`src/rtl/sim_ctrl_pkg.sv`:
```
// Shared types, default run limits and the popcount helper for the simulation run controller.
`timescale 1ns/1ps
package sim_ctrl_pkg;

  typedef enum logic [2:0] {
    IDLE  = 3'd0,
    RUN   = 3'd1,
    DRAIN = 3'd2,
    DONE  = 3'd3,
    HANG  = 3'd4
  } run_state_t;

  localparam int DEF_CYCLE_W      = 32;
  localparam int DEF_MAX_CYCLES   = 100000;
  localparam int DEF_HANG_CYCLES  = 1000;
  localparam int DEF_DRAIN_CYCLES = 16;
  localparam int DEF_NUM_SRC      = 2;

  // Widest progress vector popcount() accepts; callers zero-extend into it.
  localparam int POP_MAX_W = 64;

  function automatic logic [7:0] popcount(input logic [POP_MAX_W-1:0] v);
    logic [7:0] c;
    c = '0;
    for (int i = 0; i < POP_MAX_W; i++) c = c + {7'd0, v[i]};
    return c;
  endfunction

endpackage

```
`src/rtl/sim_run_ctrl_sat_accum.sv`:
```
// Saturating accumulator: adds a zero-extended increment each enabled edge and sticks at all-ones.
`timescale 1ns/1ps
module sat_accum #(
  parameter int W    = 32,
  parameter int IN_W = 1
) (
  input  logic            clk_i,
  input  logic            rst_i,
  input  logic            clr_i,
  input  logic            en_i,
  input  logic [IN_W-1:0] inc_i,
  output logic [W-1:0]    acc_o
);

  logic [W-1:0] acc_q, acc_d;
  logic [W:0]   sum;

  // One extra bit holds the carry-out that triggers saturation.
  always_comb begin
    sum   = {1'b0, acc_q} + (W+1)'(inc_i);
    acc_d = acc_q;
    if (clr_i)     acc_d = '0;
    else if (en_i) acc_d = sum[W] ? '1 : sum[W-1:0];
  end

  always_ff @(posedge clk_i or posedge rst_i) begin
    if (rst_i) acc_q <= '0;
    else       acc_q <= acc_d;
  end

  assign acc_o = acc_q;

endmodule

```
`src/rtl/sim_run_ctrl.sv`:
```
// Simulation run controller: cycle/retire counting, end-of-test drain, timeout and hang watchdog.
// Optional SIM_RUN_CTRL_FINISH_EN: report the verdict and end the simulation from inside the block.
`timescale 1ns/1ps
module sim_run_ctrl
  import sim_ctrl_pkg::*;
#(
  parameter int CYCLE_W      = DEF_CYCLE_W,
  parameter int MAX_CYCLES   = DEF_MAX_CYCLES,
  parameter int HANG_CYCLES  = DEF_HANG_CYCLES,
  parameter int DRAIN_CYCLES = DEF_DRAIN_CYCLES,
  parameter int NUM_SRC      = DEF_NUM_SRC
) (
  input  logic               clk,
  input  logic               reset,
  input  logic [NUM_SRC-1:0] progress_vld,
  input  logic               eot_req,
  input  logic               eot_pass,
  output logic [2:0]         run_state,
  output logic [CYCLE_W-1:0] cycle_count,
  output logic [CYCLE_W-1:0] retire_total,
  output logic               sim_done,
  output logic               sim_pass,
  output logic               hang_detect
);

  localparam int POP_W  = $clog2(NUM_SRC + 1);
  localparam int IDLE_W = $clog2(HANG_CYCLES + 1);
  localparam int DRN_W  = (DRAIN_CYCLES > 1) ? $clog2(DRAIN_CYCLES + 1) : 1;
  localparam logic [DRN_W-1:0] DRN_LAST = DRN_W'((DRAIN_CYCLES > 0) ? DRAIN_CYCLES - 1 : 0);

  run_state_t        state_q, state_d;
  logic              pass_q, pass_d;
  logic [DRN_W-1:0]  drn_q, drn_d;
  logic              done_q, spass_q, hang_q;

  logic [POP_W-1:0]  pop;
  logic [IDLE_W-1:0] idle_cnt;
  logic              any_prog, in_run, in_act, timeout, hang_hit;

  assign pop      = POP_W'(popcount(POP_MAX_W'(progress_vld)));
  assign any_prog = |progress_vld;
  assign in_run   = (state_q == RUN);
  assign in_act   = (state_q == RUN) || (state_q == DRAIN);

  sat_accum #(.W(CYCLE_W), .IN_W(1)) u_cyc (
    .clk_i (clk), .rst_i (reset), .clr_i (1'b0), .en_i (in_act),
    .inc_i (1'b1), .acc_o (cycle_count)
  );

  sat_accum #(.W(CYCLE_W), .IN_W(POP_W)) u_ret (
    .clk_i (clk), .rst_i (reset), .clr_i (1'b0), .en_i (in_act),
    .inc_i (pop), .acc_o (retire_total)
  );

  sat_accum #(.W(IDLE_W), .IN_W(1)) u_idle (
    .clk_i (clk), .rst_i (reset), .clr_i (in_run & any_prog), .en_i (in_run),
    .inc_i (1'b1), .acc_o (idle_cnt)
  );

  // Limits compared at 64 bits so a narrow saturated counter never aliases a large limit.
  assign timeout  = (64'(cycle_count) == 64'(MAX_CYCLES - 1));
  assign hang_hit = (64'(idle_cnt) == 64'(HANG_CYCLES - 1)) && !any_prog;

  always_comb begin
    state_d = state_q;
    pass_d  = pass_q;
    drn_d   = drn_q;
    case (state_q)
      IDLE: state_d = RUN;
      RUN: begin
        if (eot_req) begin
          pass_d  = eot_pass;
          drn_d   = '0;
          state_d = (DRAIN_CYCLES == 0) ? DONE : DRAIN;
        end else if (timeout) begin
          pass_d  = 1'b0;
          state_d = DONE;
        end else if (hang_hit) begin
          state_d = HANG;
        end
      end
      DRAIN: begin
        drn_d = drn_q + 1'b1;
        if (drn_q == DRN_LAST) state_d = DONE;
      end
      default: ;
    endcase
  end

  always_ff @(posedge clk or posedge reset) begin
    if (reset) begin
      state_q <= IDLE;
      pass_q  <= 1'b0;
      drn_q   <= '0;
      done_q  <= 1'b0;
      spass_q <= 1'b0;
      hang_q  <= 1'b0;
    end else begin
      state_q <= state_d;
      pass_q  <= pass_d;
      drn_q   <= drn_d;
      done_q  <= (state_d == DONE) || (state_d == HANG);
      spass_q <= (state_d == DONE) && pass_d;
      hang_q  <= (state_d == HANG);
    end
  end

  assign run_state   = state_q;
  assign sim_done    = done_q;
  assign sim_pass    = spass_q;
  assign hang_detect = hang_q;

`ifdef SIM_RUN_CTRL_FINISH_EN
`ifndef DEBUG
`define DEBUG(msg) $display msg
`endif
  logic fin_q;
  always_ff @(posedge clk or posedge reset) begin
    if (reset) begin
      fin_q <= 1'b0;
    end else begin
      if (!fin_q && (state_q != DONE) && (state_q != HANG) &&
          ((state_d == DONE) || (state_d == HANG))) begin
        `DEBUG(("sim_run_ctrl: %s cycles=%0d retired=%0d",
                state_d.name(), cycle_count, retire_total));
        fin_q <= 1'b1;
      end
      if (fin_q) $finish();
    end
  end
`endif

endmodule

```
`config.mk`:
```
export PLATFORM = sky130hd
export DESIGN_NAME = sim_run_ctrl
export DESIGN_NICKNAME = d
export VERILOG_FILES = /design/src/rtl/sim_ctrl_pkg.sv /design/src/rtl/sim_run_ctrl_sat_accum.sv /design/src/rtl/sim_run_ctrl.sv
export SDC_FILE = /design/constraint.sdc
export NUM_CORES = 1
export LEC_CHECK = 0
export CAP_MARGIN = 10
export CELL_PAD_IN_SITES_DETAIL_PLACEMENT = 0
export CELL_PAD_IN_SITES_GLOBAL_PLACEMENT = 2
export CORE_MARGIN = 10
export CORE_UTILIZATION = 35
export CTS_CLUSTER_DIAMETER = 40
export DETAILED_ROUTE_END_ITERATION = 6
export PLACE_DENSITY_LB_ADDON = 0.08
export SKIP_LAST_GASP = 1
export SLEW_MARGIN = 0
export SYNTH_ARGS = -nofsm -noshare
export SYNTH_HDL_FRONTEND = slang
export SYNTH_SLANG_ARGS = --single-unit
```
`constraint.sdc`:
```
create_clock -name clk -period 4.45 [get_ports clk]
set_input_delay 1.1125 -clock clk [delete_from_list [all_inputs] [get_ports clk]]
set_output_delay 1.1125 -clock clk [all_outputs]
set_load 0.005 [all_outputs]
```
==> results of run 1 <==
## per-stage QoR
stage	cells	hold WS, ps	instance area (µm²)	setup slack (ps)	util, %
6_report	739	488.4	5808	868.5	46.02
5_1_grt	739	510.8	5808	685.2	46.02
4_1_cts	739	497.2	5808	862.7	46.02
3_5_place_dp	723	482.2	5460	499.4	43.27
3_3_place_gp	723	476.5	5460	542.0	43.27
2_1_floorplan	489	453.9	4511	1116	-
## critical path: stages
cell and delay, ps:
clkdlybuf4s50_1 500, inv_1 70, fa_1 470, nor4bb_1 540, nand3_1 470, nor4_1 430, xnor2_1 160, nand2_1 60
## state kept, by name (all words and copies together), names as in the netlist
signal / count
drn_q: 5
hang_detect: 1
pass_q: 1
run_state: 3
sim_done: 1
sim_pass: 1
u_cyc.acc_o: 32
u_idle.acc_o: 10
u_ret.acc_o: 32
## routing by layer
| metal | vias to the layer above | track usage (%) | wire length (µm) |
|---|---|---|---|
| met5 | - | 0 | 0 |
| met4 | 0 | 5.502 | 208 |
| met3 | 18 | 3.534 | 663 |
| met2 | 103 | 21.89 | 5780 |
| met1 | 1896 | 18.58 | 5859 |
| li1 | 1907 | - | - |
## how the worst min path moves through the flow
stage	cells past startpoint	start	end	slack (ps)
5_1_grt	1	pass_q	sim_pass	510
2_1_floorplan	1	pass_q	sim_pass	450
6_report	1	pass_q	sim_pass	490
3_3_place_gp	1	pass_q	pass_q	480
3_5_place_dp	1	pass_q	pass_q	480
4_1_cts	1	pass_q	pass_q	500
## kinds of logic (layout without fill, tap and decap cells)
| logic type | after synthesis | in the layout |
|---|---|---|
| AO/OA/AOI/OAI | 61 | 61 |
| XOR/XNOR | 50 | 50 |
| adder cells (fa/ha/maj) | 6 | 6 |
| buffers and inverters | 31 | 109 |
| flip-flops | 86 | 86 |
| multiplexers | 4 | 4 |
| AND/OR/NAND/NOR | 251 | 251 |
## cell type report
type / instances / share of cell area [%]
Sequential cell: 86 / 37.05
Clock inverter: 6 / 1.874
Multi-Input combinational cell: 372 / 38.60
Inverter: 13 / 0.8617
Timing Repair Buffer: 80 / 13.79
Tap cell: 172 / 3.705
Clock buffer: 10 / 4.115
## power by group through the flow
stage                     clock, mW  sequential, mW  combinational [mW]
final                         0.891           0.782              0.0340
after CTS                     0.908           0.782              0.0361
after floorplan                   0           0.797              0.0187
after global routing          0.940           0.782              0.0393
after global placement            0           0.797              0.0353
after detailed placement          0           0.797              0.0359
## cell usage in the layout (no fill, tap or decap), drive strengths merged, types with 4 or more instances in the layout
cell type	count
ha	5
xor2	18
nand2b	5
nand3	31
dfrtp	86
nor3	17
a31oi	4
nor4b	4
buf	5
nor4	20
nand4	26
o21ai	18
and3	16
nand2	78
and4	12
clkinv	4
clkdlybuf4s50	75
a41oi	4
xnor2	32
nor2	29
a21oi	24
clkbuf	10
inv	12
==> metrics.md, run 1 <==
| Metric | Value |
|---|---|
| Iter 0 DRT Violations | `305` |
| Adder and majority cell fraction of the synthesized area | `1.831%` |
| Number of synthesis warnings | `0` |
| Combinational family with the most area after synthesis | `simple AND/OR/NAND/NOR gates` |
| Post-synth EDFFs | `0` |
| Fmax | `roughly 0.28 GHz` |
| Clock Root Buffer | `clkbuf_16` |
| Initial Util | `35.74%` |
| Count leader, synth | `dfrtp_1` |
| Startpoint class of the critical path | `primary input` |
| I/O Buffers | `75` |
| Post-synth ARST share | `100.0%` |
| Post-Synth XOR/XNOR Area | `under 10%` |
| Initial antenna violation count | `0` |
| Routed WL | `12,510 µm` |
| Buffer count from post-CTS setup fixing | `0` |
| Worst vdd ir | `0.1588 mV` |
| Vias | `3,924` |
| Leading post-synthesis cells by cell area | `dfrtp_1 (48%), nand2_1 (6.5%), xnor2_1 (6.2%)` |
| Clk Latency, worst-skew pair | `350 ps` |
| Vias in the first global route | `between 3,000 and 4,000` |
| Area Overhead vs Synth | `28.77%` |
| Maxcap violations | `0` |
| Placeable Area | `0.01262 mm²` |
| CTS Buffer Depth | `2` |
| Mapped cell area | `~0.0045 mm²` |
| First-pass GRT wire length | `20,780 µm` |
| Reg-to-reg startpoint | `run_state[1]` |
| Lkg Pwr | `around 2.6 nW` |
| Mapped Cells | `489` |
| Switching share of total power | `20.63%` |
| Detail Placement HPWL | `a little under 9000 µm` |
| Die width | `around 130 µm` |
| R2R Path End | `u_cyc.acc_o[9]` |
| Die height | `133.5 µm` |
| Total power | `~1.7 mW` |
| R2R Setup Slk | `1560 ps` |
| Cell accounting for the most synthesized area | `dfrtp_1` |
| Wire per inst | `between 15 and 20 µm` |
| Fin nets | `approximately 570` |
| Synth Area in Compound Gates | `around 7.9%` |
| Skew final | `7.553 ps` |
| Top FF cell, synth | `dfrtp_1` |
| CTS tree | `built` |
| Pin count of the biggest net entering global routing | `50` |
| FF+latch count, synth | `86` |
| GPL Wtd Cong | `0.7512` |
| Io pins | `76` |
| CP arrival | `3810 ps` |
| Hold Vio Cnt, Final | `0` |
| Via/cell ratio | `5.310` |
| Max Slew Vio Count | `0` |
| Worst setup startpoint | `progress_vld[0]` |
| Crit-path max FO | `10` |
| # DRC | `0` |
| Share of cells above drive strength 1 | `4.938%` |
| Cts repair resizes | `0` |
| Avg Inst Size Synth | `9.224 µm²` |
| Clock sinks | `86` |
| Seq pwr share | `45.8%` |
| Die area | `0.01783 mm²` |
| Worst slew pin tran | `1083 ps` |
| Storage cell area | `0.002152 mm²` |
| Fin crit share | `about 80%` |
| RSZ-0062 raised after global routing | `false` |
| Yosys top cell area share | `47.71%` |
| Clock Pin Slew Worst Setup and Hold Paths | `70 ps` |
| Antenna Cells | `0` |
| Setup crit end kind | `flop` |
| Worst setup path endpoint | `u_ret.acc_o[31]` |
| Synth Area in Simple Gates | `29.13%` |
| CTS Buf Count | `9` |
| Layout fillers | `~1,300` |
| Commonest cells post-synth | `dfrtp_1 (86), nand2_1 (78), xnor2_1 (32), nand3_1 (30), nor2_1 (29)` |
| Combinational power share | `~2.0%` |
| CTS Hold Buffers Added | `0` |
| Total global routing track utilization | `approximately 14%` |
| Max_slew headroom | `roughly 28%` |
| Minimum clock period | `3582 ps` |
| Drt first pass iters | `4` |
| DRT antenna net count | `0` |
| Num rows | `41` |
| P_int | `1.355 mW` |
| Area of the multi-input gates | `0.002242 mm²` |
| Cells on worst reg2reg path | `6` |
| HP Class | `reg2reg` |
| Clock power frac | `a little over half` |
| Crit Path Category | `in2reg` |
| Netlist cell types | `between 40 and 50` |
| WP data required | `4680 ps` |
| Post-route setup TNS | `0 ps` |
| Mux cell area share after synthesis | `0.9709%` |
| H-tree levels | `3` |
| Switch Pwr | `352.3 µW` |
| Grt total ovfl | `0` |
| Final setup fails | `0` |
| Post-Syn Nets | `501` |
| Sequential area share after synthesis | `47.71%` |
| Pwr dens | `294.0 mW/mm²` |
| Outcome | `complete, no violations` |
Note: power is estimated with default switching activity, not from simulation.
==> inputs of run 2 (changes only) <==
CORE_UTILIZATION = 33   (was 35)
clock period = 3.6 ns   (was 4.45 ns; I/O delays follow)
==> metrics.md, run 2 (synthesis gave the netlist of run 1 again) <==
| Metric | Value |
|---|---|
| CP delay by family, top | `simple AND/OR/NAND/NOR gates` |
| Detail Placement HPWL | `9004 µm (+1.6%)` |
| H-tree levels | `3 (unchanged)` |
| # DRC | `0 (unchanged)` |
| First-pass GRT wire length | `20,310 µm (-2.3%)` |
| Placement-stage cell area | `0.005518 mm² (+1.1%)` |
| Worst vdd ir | `0.1550 mV (-2.4%)` |
| Vias | `3,957 (+0.84%)` |
| Maxcap violations | `0 (unchanged)` |
| CTS tree | `built` |
| RSZ-0062 raised after global routing | `false` |
| Die area | `0.01874 mm² (+5.1%)` |
| Final setup fails | `0 (unchanged)` |
| Critical Path, Cell by Cell | `clkdlybuf4s50_1, inv_1, fa_1, inv_1, ha_1, nand2_1, nor4b_2, nand2_1, or4_1, nand3_1` |
| Placeable Area | `0.01330 mm² (+5.4%)` |
| Buffer count from post-CTS setup fixing | `0 (unchanged)` |
| Pwr dens | `320.9 mW/mm² (+9.2%)` |
| Total power | `1.853 mW (+8.5%)` |
| Outcome | `complete, no violations` |
| Antenna Cells | `0 (unchanged)` |
| P_int | `1.457 mW (+7.5%)` |
| CTS Buf Count | `9 (unchanged)` |
| Routed WL | `12,460 µm (-0.42%)` |
| Post-Place Cells | `734 (+1.5%)` |
| Drt first pass iters | `4 (unchanged)` |
| Setup crit end kind | `flop` |
| Final hold slack | `481.0 ps (-7.429 ps)` |
| Worst slew pin tran | `1028 ps (-54.95 ps)` |
| WP data required | `3880 ps (-800 ps)` |
| Clk Latency, worst-skew pair | `340 ps (about the same)` |
| Max Slew Vio Count | `0 (unchanged)` |
| Commonest cells after routing, fill and taps aside | `dfrtp_1 (86), nand2_1 (78), clkdlybuf4s50_1 (75)` |
| Cells on worst reg2reg path | `6 (unchanged)` |
| Fmax | `0.3139 GHz` |
| Wire per inst | `16.66 µm (-1.6%)` |
| Fin area | `0.005774 mm² (-0.58%)` |
| HP Class | `reg2reg` |
| Seq pwr share | `52.2% (+6.4 points)` |
| CTS Buffer Depth | `2 (unchanged)` |
| Fin util | `43.43% (-2.6 points)` |
| Hold Vio Cnt, Final | `0 (unchanged)` |
| Pre-CTS setup slack | `42.94 ps (-456.5 ps)` |
| Crit-path max FO | `4 (-6)` |
| Pin count of the biggest net entering global routing | `52 (+4.0%)` |
| CP arrival | `3460 ps (-350 ps)` |
| Clock power frac | `45.5% (-6.7 points)` |
| WP buf/inv | `3 (+1)` |
| Area Overhead vs Synth | `28.02%` |
| Skew final | `3.310 ps (-4.243 ps)` |
| Minimum clock period | `3186 ps` |
| Startpoint class of the critical path | `primary input` |
| Total global routing track utilization | `13.46% (-0.70 points)` |
| Layout fillers | `1,317 (+4.6%)` |
| Fin crit share | `just under 90%` |
| Io pins | `76 (unchanged)` |
| Clock Root Buffer | `clkbuf_16` |
| DRT antenna net count | `0 (unchanged)` |
| Via/cell ratio | `5.290 (-0.37%)` |
| Fin nets | `581 (+1.2%)` |
| Clock Pin Slew Worst Setup and Hold Paths | `60 ps (about the same)` |
| Share of cells above drive strength 1 | `5.420% (+0.48 points)` |
| Initial antenna violation count | `0 (unchanged)` |
| Num rows | `42 (+2.4%)` |
| Max_slew headroom | `30.95% (+3.4 points)` |
| Initial Util | `33.93% (-1.8 points)` |
| Clock sinks | `86 (unchanged)` |
| Crit Path Category | `in2reg` |
| Crit-path slowest cell | `clkdlybuf4s50_1` |
| Vias in the first global route | `3,780 (+0.27%)` |
| Post-route setup TNS | `0 ps (unchanged)` |
| Die width | `136.9 µm (+2.5%)` |
| Lkg Pwr | `2.613 nW (-0.40%)` |
| Grt total ovfl | `0 (unchanged)` |
| Iter 0 DRT Violations | `286 (-6.2%)` |
| Switching share of total power | `21.36% (+0.73 points)` |
| GPL Wtd Cong | `0.7891 (+5.0%)` |
| Most common cell after layout, fill and taps aside | `dfrtp_1` |
| Worst Hold Depth | `1 (unchanged)` |
| Switch Pwr | `395.8 µW (+12%)` |
| Worst path max stage delay | `500 ps (-40 ps)` |
| Die height | `136.9 µm (+2.5%)` |
| I/O Buffers | `75 (unchanged)` |
| Min setup slack post-route | `414.2 ps (-454.3 ps)` |
| Combinational power share | `2.3% (+0.3 points)` |
| Cts repair resizes | `0 (unchanged)` |
| Final Non-Filler Cells | `748 (+1.2%)` |
| CP Depth | `10 (+2)` |
| CTS Hold Buffers Added | `0 (unchanged)` |
[run 2: changes by cell type in the layout (fill, tap and decap cells not counted), sizes merged]
| cell | delta |
|---|---|
| buf | +7 |
| bufinv | -3 |
| clkbuf | +2 |
| clkinv | -1 |
[run 2: power by group through the flow]
stage                     clock (mW)  sequential (mW)  combinational (mW)
final                          0.843            0.968              0.0422
after floorplan                    0            0.986              0.0231
after global placement             0            0.986              0.0445
after global routing           0.916            0.967              0.0491
after CTS                      0.876            0.968              0.0449
after detailed placement           0            0.986              0.0448
[run 2: worst paths after layout]
check	start	end	slack (ps)
worst max-delay path	progress_vld[0]	u_ret.acc_o[30]	410
worst min-delay path	pass_q	sim_pass	480
worst max register to register	run_state[0]	u_cyc.acc_o[9]	880
worst min register to register	pass_q	sim_pass	480
max in group asynchronous	reset	u_idle.acc_o[9]	1940
min in group asynchronous	reset	u_ret.acc_o[31]	960
[run 2: layout make-up]
| class | count | area, µm² | share of cell area [%] |
|---|---|---|---|
| clock buffers | 12 | 246.5 | 4.269 |
| clock inverters | 2 | 10.01 | 0.1733 |
| repair buffers | 87 | 853.3 | 14.78 |
| well taps | 176 | 220.2 | 3.814 |
| inverters | 13 | 50.05 | 0.8667 |
| flip-flops and latches | 86 | 2152 | 37.27 |
| multi-input cells | 372 | 2242 | 38.83 |
[run 2: layer usage]
metal / up-vias / GRT usage [%] / part of all wire, %
li1: 1922 / - / -
met1: 1935 / 17.46 / 45
met2: 83 / 21.36 / 48
met3: 17 / 3.116 / 5.9
met4: 0 / 5.094 / 1.6
met5: - / 0 / 0
==> inputs of run 3 (changes only) <==
CTS_CLUSTER_SIZE = 28   (was default)
PLACE_DENSITY = 0.86   (was default)
PLACE_DENSITY_LB_ADDON = default   (was 0.08)
==> metrics.md, run 3 (synthesis gave the netlist of run 1 again) <==
| Metric | Value |
|---|---|
| Final setup fails | `0 (unchanged)` |
| Clock Pin Slew Worst Setup and Hold Paths | `60 ps (about the same)` |
| Pwr dens | `329.2 mW/mm² (+2.6%)` |
| CTS Hold Buffers Added | `0 (unchanged)` |
| Pin count of the biggest net entering global routing | `41 (-21%)` |
| Startpoint class of the critical path | `primary input` |
| Hold Vio Cnt, Final | `0 (unchanged)` |
| Io pins | `76 (unchanged)` |
| Iter 0 DRT Violations | `276 (-3.5%)` |
| Initial antenna violation count | `0 (unchanged)` |
| Die area | `0.01874 mm² (unchanged)` |
| R2R Setup Slk | `860 ps (-20 ps)` |
| CP arrival | `3400 ps (-60 ps)` |
| Share of cells above drive strength 1 | `5.759% (+0.34 points)` |
| CTS tree | `built` |
| Worst Hold Depth | `1 (unchanged)` |
| Crit Path Category | `in2reg` |
| Wire per inst | `16.56 µm (-0.56%)` |
| Hold path startpoint | `pass_q` |
| H-tree levels | `3 (unchanged)` |
| Vias | `3,957 (unchanged)` |
| Grt total ovfl | `0 (unchanged)` |
| Worst vdd ir | `0.1523 mV (-1.7%)` |
| Fmax | `0.3141 GHz (about the same)` |
| Num rows | `42 (unchanged)` |
| Clock Root Buffer | `clkbuf_16` |
| R2R Path End | `u_cyc.acc_o[9]` |
| Hold Path End | `sim_pass` |
| # DRC | `0 (unchanged)` |
| I/O Buffers | `75 (unchanged)` |
| Drt first pass iters | `4 (unchanged)` |
| Buffer count from post-CTS setup fixing | `0 (unchanged)` |
| Reg-to-reg startpoint | `run_state[0]` |
| Storage cell area | `0.002152 mm² (unchanged)` |
| Fin area | `0.005786 mm² (+0.20%)` |
| Skew final | `7.626 ps (+4.316 ps)` |
| Placement-stage cell area | `0.005498 mm² (-0.36%)` |
| DRT antenna net count | `0 (unchanged)` |
| Antenna Cells | `0 (unchanged)` |
| RSZ-0062 raised after global routing | `false` |
| Fin nets | `580 (-0.17%)` |
| Max_slew headroom | `30.80% (-0.15 points)` |
| Max Slew Vio Count | `0 (unchanged)` |
| Clk Latency, worst-skew pair | `340 ps (about the same)` |
| Crit-path max FO | `10 (+6)` |
| Fin crit share | `88.43% (about the same)` |
| Area of the multi-input gates | `0.002242 mm² (unchanged)` |
| CTS Buf Count | `9 (unchanged)` |
| Routed WL | `12,410 µm (-0.43%)` |
| CTS Buffer Depth | `2 (unchanged)` |
| Initial Util | `33.93% (unchanged)` |
| WP data required | `3810 ps (-70 ps)` |
| Clock sinks | `86 (unchanged)` |
| Die width | `136.9 µm (unchanged)` |
| HP Class | `reg2reg` |
| Via/cell ratio | `5.283 (-0.13%)` |
| Most common cell after layout, fill and taps aside | `dfrtp_1` |
| Placeable Area | `0.01330 mm² (unchanged)` |
| Cts repair resizes | `0 (unchanged)` |
| Commonest cells after routing, fill and taps aside | `dfrtp_1 (86), nand2_1 (78), clkdlybuf4s50_1 (75)` |
| Lkg Pwr | `2.618 nW (+0.20%)` |
| Final hold slack | `500.1 ps (+19.11 ps)` |
| Area Overhead vs Synth | `28.27%` |
| Vias in the first global route | `3,971 (+5.1%)` |
| Minimum clock period | `3183 ps (-2.517 ps)` |
| Maxcap violations | `0 (unchanged)` |
| Post-route setup TNS | `0 ps (unchanged)` |
| Cells on worst reg2reg path | `6 (unchanged)` |
| Detail Placement HPWL | `8929 µm (-0.82%)` |
| Worst slew pin tran | `1030 ps (+2.220 ps)` |
| First-pass GRT wire length | `20,530 µm (+1.1%)` |
| Die height | `136.9 µm (unchanged)` |
| GPL Wtd Cong | `0.7982 (+1.2%)` |
| Layout fillers | `1,329 (+0.91%)` |
| Outcome | `complete, no violations` |
| Total global routing track utilization | `13.60% (+0.14 points)` |
| Setup crit end kind | `flop` |
[run 3: how the worst max path moves through the flow]
stage                     from               to  slack [ps]  cells after the start
2_1_floorplan            reset         drn_q[0]         480                      1
3_3_place_gp   progress_vld[0]  u_ret.acc_o[31]         120                      9
3_5_place_dp   progress_vld[0]  u_ret.acc_o[31]          60                      9
4_1_cts        progress_vld[0]  u_ret.acc_o[31]         420                      9
5_1_grt        progress_vld[0]  u_ret.acc_o[31]         180                      9
6_report       progress_vld[0]  u_ret.acc_o[31]         420                      9
[run 3: stage by stage]
step,total power [mW],worst slack [ps],utilization (%),cells
2_1_floorplan,1.009,478.2,-,489
3_3_place_gp,1.027,118.6,41.35,733
3_5_place_dp,1.028,56.84,41.35,733
4_1_cts,1.935,419.1,43.52,749
5_1_grt,1.987,184.5,43.52,749
6_report,1.904,416.7,43.52,749
[run 3: routing by layer]
layer  share of wire [%]  global-route usage [%]  vias to the layer above
met4                 1.1                   4.215                        0
li1                    -                       -                     1915
met2                  48                   22.25                       87
met3                 6.7                   3.629                       11
met5                   0                       0                        -
met1                  44                   17.14                     1944
[run 3: power breakdown]
group | switching (mW) | internal [mW]
Combinational | 0.0283 | 0.0119
Clock | 0.374 | 0.522
Sequential | 0.000684 | 0.967
[run 3: final cells by class]
class	instances	share of cell area [%]
inverter	13	0.8651
multi-input combinational	372	38.75
tap	176	3.806
sequential	86	37.20
clock buffer	13	4.671
clock inverter	3	0.3028
timing repair buffer	86	14.40
[run 3: worst max-delay path, stage by stage]
cell and delay (ps):
clkdlybuf4s50_1 500, inv_1 70, fa_1 440, nor4bb_1 300
buf_4 180, nand3_1 320, nor4_1 450, xnor2_1 170
nand2_1 70
